### config.mk
export PLATFORM = sky130hd
export DESIGN_NAME = sprite_eval_controller
export DESIGN_NICKNAME = d
export VERILOG_FILES = /design/src/rtl/sprite_eval_controller.sv
export SDC_FILE = /design/constraint.sdc
export NUM_CORES = 1
export LEC_CHECK = 0
export CORE_MARGIN = 2
export CORE_UTILIZATION = 50
export CTS_BUF_LIST = sky130_fd_sc_hd__clkbuf_16
export CTS_CLUSTER_DIAMETER = 120
export DETAILED_ROUTE_END_ITERATION = 8
export PLACE_DENSITY = 0.81
export SYNTH_ARGS = -nofsm -noshare
export SYNTH_HDL_FRONTEND = slang
export SYNTH_SLANG_ARGS = --single-unit
### constraint.sdc
create_clock -name clock -period 6.7 [get_ports clock]
set_input_delay 1.34 -clock clock [delete_from_list [all_inputs] [get_ports clock]]
set_output_delay 1.34 -clock clock [all_outputs]
set_load 0.005 [all_outputs]
### src/rtl/sprite_eval_controller.sv
// -----------------------------------------------------------------------------
// sprite_eval_controller
//
// Per-scanline sprite evaluation sequencer. On an accepted start it fills the
// 32-byte secondary OAM with 0xFF, then walks the 64 primary OAM entries and
// copies up to SPRITE_LIMIT in-range sprites (4 bytes each) into secondary OAM.
// After the secondary OAM is full it keeps scanning for a 9th in-range sprite
// to raise sprite_overflow.
//
// Optional feature macro: SPRITE_OVERFLOW_BUG_EN
//   When defined, the overflow scan reproduces the original hardware's
//   diagonal read: each miss advances both the sprite index n and the byte
//   offset m, so the "Y" compared is byte m of sprite n. When undefined, m
//   stays 0 and overflow detection is exact.
//
// Ports
//   clock            system clock
//   reset_n          asynchronous active-low reset
//   clock_EN         PPU dot enable; nothing advances while low, outputs hold
//   start            begin evaluation; only sampled in IDLE with clock_EN
//   scanline[7:0]    target scanline
//   sprite_size_16   0 = 8-pixel-tall sprites, 1 = 16-pixel-tall sprites
//   oam_data[7:0]    primary OAM read data (combinational read of oam_address)
//   oam_address[7:0] primary OAM read address
//   sec_write        secondary OAM write strobe
//   sec_address[4:0] secondary OAM write address
//   sec_data[7:0]    secondary OAM write data
//   busy             high in every state except IDLE
//   done             high in DONE (one enabled cycle)
//   sprite_count[3:0] sprites copied this scanline (0..8)
//   sprite_overflow  a further in-range sprite was found after 8 copies
//   sprite0_in_range sprite 0 was copied this scanline
//   state_dbg[2:0]   current FSM state: 0 IDLE, 1 CLEAR, 2 EVAL_Y, 3 COPY,
//                    4 OVF_SCAN, 5 DONE
//
// Handshake: sec_write/sec_address/sec_data form a valid-only write port with
// no back-pressure. A write takes place on a rising clock edge where both
// sec_write and clock_EN are high; while clock_EN is low the strobe and its
// address/data hold their values and must not be counted as new writes.
// -----------------------------------------------------------------------------
module sprite_eval_controller #(
  parameter int SPRITE_LIMIT = 8
) (
  input  logic       clock,
  input  logic       reset_n,
  input  logic       clock_EN,
  input  logic       start,
  input  logic [7:0] scanline,
  input  logic       sprite_size_16,
  input  logic [7:0] oam_data,
  output logic [7:0] oam_address,
  output logic       sec_write,
  output logic [4:0] sec_address,
  output logic [7:0] sec_data,
  output logic       busy,
  output logic       done,
  output logic [3:0] sprite_count,
  output logic       sprite_overflow,
  output logic       sprite0_in_range,
  output logic [2:0] state_dbg
);

  typedef enum logic [2:0] {
    IDLE     = 3'd0,
    CLEAR    = 3'd1,
    EVAL_Y   = 3'd2,
    COPY     = 3'd3,
    OVF_SCAN = 3'd4,
    DONE     = 3'd5
  } state_t;

  state_t     state;
  logic [5:0] n;   // sprite index; doubles as the clear index in CLEAR
  logic [3:0] c;   // sprites copied
  logic [1:0] m;   // byte offset used by the overflow scan
  logic [1:0] k;   // byte index within a sprite during COPY

  // 9-bit subtraction: bit 8 set means the sprite starts below the scanline.
  logic [8:0] diff;
  logic       in_range;

  assign diff     = {1'b0, scanline} - {1'b0, oam_data};
  // Y = 0xFF marks an empty slot and must never match, even on scanline 255.
  assign in_range = (oam_data != 8'hFF) && !diff[8] &&
                    (diff[7:0] < (sprite_size_16 ? 8'd16 : 8'd8));

  // Outputs are decoded from registered state; only the EVAL_Y/COPY data path
  // passes oam_data straight through so a byte is copied in the cycle it is read.
  always_comb begin
    oam_address = 8'd0;
    sec_write   = 1'b0;
    sec_address = 5'd0;
    sec_data    = 8'hFF;
    case (state)
      CLEAR: begin
        sec_address = n[4:0];
        sec_write   = 1'b1;
      end
      EVAL_Y: begin
        oam_address = {n, 2'b00};
        sec_address = {c[2:0], 2'b00};
        sec_data    = oam_data;
        sec_write   = in_range;
      end
      COPY: begin
        oam_address = {n, k};
        sec_address = {c[2:0], k};
        sec_data    = oam_data;
        sec_write   = 1'b1;
      end
      OVF_SCAN: begin
        oam_address = {n, m};
      end
      default: ;
    endcase
  end

  assign busy         = (state != IDLE);
  assign done         = (state == DONE);
  assign sprite_count = c;
  assign state_dbg    = state;

  always_ff @(posedge clock or negedge reset_n) begin
    if (!reset_n) begin
      state            <= IDLE;
      n                <= 6'd0;
      c                <= 4'd0;
      m                <= 2'd0;
      k                <= 2'd0;
      sprite_overflow  <= 1'b0;
      sprite0_in_range <= 1'b0;
    end else if (clock_EN) begin
      case (state)
        IDLE: begin
          if (start) begin
            state            <= CLEAR;
            n                <= 6'd0;
            c                <= 4'd0;
            m                <= 2'd0;
            k                <= 2'd0;
            sprite_overflow  <= 1'b0;
            sprite0_in_range <= 1'b0;
          end
        end
        CLEAR: begin
          if (n == 6'd31) begin
            n     <= 6'd0;
            state <= EVAL_Y;
          end else begin
            n <= n + 6'd1;
          end
        end
        EVAL_Y: begin
          if (in_range) begin
            state <= COPY;
            k     <= 2'd1;
            if (n == 6'd0) sprite0_in_range <= 1'b1;
          end else begin
            n <= n + 6'd1;
            if (n == 6'd63) state <= DONE;
          end
        end
        COPY: begin
          if (k == 2'd3) begin
            k <= 2'd0;
            c <= c + 4'd1;
            n <= n + 6'd1;
            // A wrap of n wins over a full secondary OAM: nothing left to scan.
            if (n == 6'd63)                        state <= DONE;
            else if (c == 4'(SPRITE_LIMIT - 1))    state <= OVF_SCAN;
            else                                   state <= EVAL_Y;
          end else begin
            k <= k + 2'd1;
          end
        end
        OVF_SCAN: begin
          if (in_range) begin
            sprite_overflow <= 1'b1;
            state           <= DONE;
          end else begin
            n <= n + 6'd1;
`ifdef SPRITE_OVERFLOW_BUG_EN
            m <= m + 2'd1;
`else
            m <= 2'd0;
`endif
            if (n == 6'd63) state <= DONE;
          end
        end
        DONE: begin
          state <= IDLE;
        end
        default: state <= IDLE;
      endcase
    end
  end

endmodule
==> results_dict.tcl <==
set metrics [dict create \
    worstPathCellList "clkdlybuf4s50_1 > inv_1 > ha_1 > a2111oi_2 > nor2_1 > xnor2_1 > ha_1 > a21oi_1 > o311a_4 > nand3_2 > o41ai_1 > clkdlybuf4s50_1" \
    yosysSeqAreaShare 0.244 \
    synth_top_area_share 0.244 \
    rsz0062_at_grt "no" \
    drv_slew 0 \
    grt_pass1_vias 1696 \
    diodes 0 \
    holdBufCountCts 0 \
    finalClockSkew_ns 0.00133 \
    synth-seq-cells 17 \
    fin_crit_sh 0.856 \
    path_clk_slew_ns 0.05 \
    fin_util 0.710 \
    cap_violations 0 \
    final_nets 307 \
    ctsRootBufferMaster "clkbuf_16" \
    drive_gt1_frac 0.0586 \
    post_cts.repair.setup_buffers 0 \
    wire_per_inst_um 14.7 \
    end_kind "output port" \
    fmax_mhz 174 \
    status "completed" \
    tightestPinTransition_ns 0.865 \
    synth.largest_area_cell "dfrtp_1" \
    start_util 0.522 \
    ys_warn_count 0 \
    period_minus_slack_ns 5.74 \
    cts_resized 0 \
    synthFlopType "dfrtp_1" \
    critPathLaunchType "input pin" \
    cts_made_buffers 3 \
    critical_path_class "input pin to output port" \
    synthesis.nets 259 \
    hp-class "register to register" \
    ys_types 48 \
    ctsLongestPathBuffers 2 \
    fillers 290 \
    leakagePower_nw 1.05 \
    critPathMaxFanout 3 \
    dp_hpwl_mm 3.67 \
    setup_tns_ns 0 \
    crit_slowest_cell "clkdlybuf4s50_1" \
    vias_per_cell 5.82 \
    path_delay_family "buffers and inverters" \
    p_per_area_nw_per_um2 214 \
    design.die.area_um2 3970 \
    max_stage_delay_ns 0.56 \
    first_iter_violations 127 \
    clk_latency_ns 0.25 \
    crit_buf_inv 3 \
    drc 0 \
    areaGrowthSynthToFinish_pct 36.0 \
    antenna_found_initial 0 \
    portBuffers 53 \
    routabilityCongestion 0.889 \
    synth_cells 226 \
    ant_nets 0 \
    htreeDepth 1 \
    rows 21 \
    async_flop_share 1.00 \
    syn_area_um2 1740 \
    vdd_ir_drop_max_mv 0.156 \
    hold_viol_final 0 \
    drt_pass1_iterations 6 \
    coreArea_um2 3340 \
    setup_violations 0 \
    grt_pass1_wl_mm 8.07 \
    wl_mm 4.70 \
    synth-edff-count 0 \
    synth.area.top_cells "dfrtp_1 (24%), ha_1 (8.6%), nand2_1 (6.7%)" \
    grt_max_degree 21 \
    num_vias 1858 \
    arrival_ns 4.40 \
    die_w_um 63.0 \
    die_y_um 63.0 \
    holdWs_ns 0.564 \
    track_usage 0.250 \
    critPathRequiredTime_ns 5.36 \
    overflow 0 \
    cts_tree "built" \
    postSynthAreaPerCell_um2 7.71 \
    slew_headroom 0.421 \
    design.portCount 54 \
    clkSinkCount 17 \
]
==> power by group <==
part / total, W / switching, W / leakage [nW] / internal (W)
sequential: 0.000168 / 0.0000392 / 0.204 / 0.000128
combinational: 0.000222 / 0.0000971 / 0.806 / 0.000125
clock: 0.000119 / 0.0000393 / 0.0423 / 0.0000792
==> cell usage after synthesis, types with 2 or more instances <==
master      n
a21o_1      3
nand2_1    31
nor3_1      7
mux2i_1     3
and3_1      4
inv_1      21
o21a_1      4
o22a_1      2
o21ai_0    11
o2bb2ai_1   5
dfrtp_1    17
or3_1       2
nand4_1     3
o21ai_1     3
o211ai_1    3
nor2_1     22
ha_1       12
nor2b_1     7
a31oi_1     4
a22o_1      6
nand2b_1    2
buf_2       2
o31ai_4     2
a21oi_1    16
nand3_1     5
clkbuf_1    7
==> sequential cells by signal, indices dropped and copies added, names as in the netlist <==
signal	count
sprite0_in_range	1
k	2
sprite_count	4
sprite_overflow	1
state_dbg	3
n	6
==> cell type report <==
class,count,area (um^2),area share
Tap cell,46,57.6,0.0243
Sequential cell,17,425,0.180
Inverter,21,78.8,0.0333
Clock inverter,1,3.75,0.00158
Multi-Input combinational cell,178,1200,0.506
Clock buffer,3,75.1,0.0317
Timing Repair Buffer,53,531,0.224
==> metal layers <==
layer  track usage  vias to the layer above  part of all wire
li1              -                      920                 -
met1         0.358                      854              0.47
met2         0.386                       80              0.45
met3        0.0486                        4             0.070
met4        0.0556                        0            0.0066
met5             0                        -                 0
==> cells by family (layout without fill, tap and decap cells) <==
family	count (synthesis)	after routing	share of synthesized area
AOI/OAI and AO/OA	74	74	0.344
buffers and inverters	31	78	0.0683
muxes	3	3	0.0172
xor gates and xnor gates	1	1	0.00503
adders and majority gates	12	12	0.0862
and+or+nand+nor	88	88	0.235
DFF	17	17	0.244
==> through the flow <==
| stage | std cells | instance area, um^2 | worst slack (ns) | power (W) |
|---|---|---|---|---|
| after floorplan | 226 | 1740 | 2.12 | 0.000286 |
| after global placement | 315 | 2290 | 1.05 | 0.000384 |
| after detailed placement | 315 | 2290 | 0.989 | 0.000389 |
| after CTS | 319 | 2370 | 0.958 | 0.000510 |
| after global routing | 319 | 2370 | 0.808 | 0.000548 |
| final | 319 | 2370 | 0.963 | 0.000508 |
==> final timing paths <==
path,from,endpoint,slack (ns),cells past startpoint
max reg2reg,state_dbg[1],n[2],3.80,6
max in group asynchronous,reset_n,n[2],4.65,1
max,oam_data[1],sec_write,0.96,12
min in group asynchronous,reset_n,sprite_count[1],1.56,1
min,sprite0_in_range,sprite0_in_range,0.56,2
min reg2reg,sprite0_in_range,sprite0_in_range,0.56,2
==> worst register-to-register path, delay by kind of cell (launching register included) <==
family | cells | cell delay (ns)
buffers and inverters | 1 | 0.36
AND/OR/NAND/NOR | 1 | 0.75
flip-flops | 1 | 0.76
AO/OA/AOI/OAI | 4 | 0.97
==> cell usage in the layout (no fill, tap or decap), types with 4 or more instances in the layout <==
cell / instances
nand2_1: 31
inv_1: 22
a22o_1: 6
and3_1: 4
o21a_1: 4
o21ai_0: 11
nor2_1: 22
a31oi_1: 4
ha_1: 12
nor3_1: 7
dfrtp_1: 17
nand3_1: 5
o2bb2ai_1: 5
a21oi_1: 16
clkdlybuf4s50_1: 53
nor2b_1: 7
No activity file was read; power rests on OpenSTA's default activity.
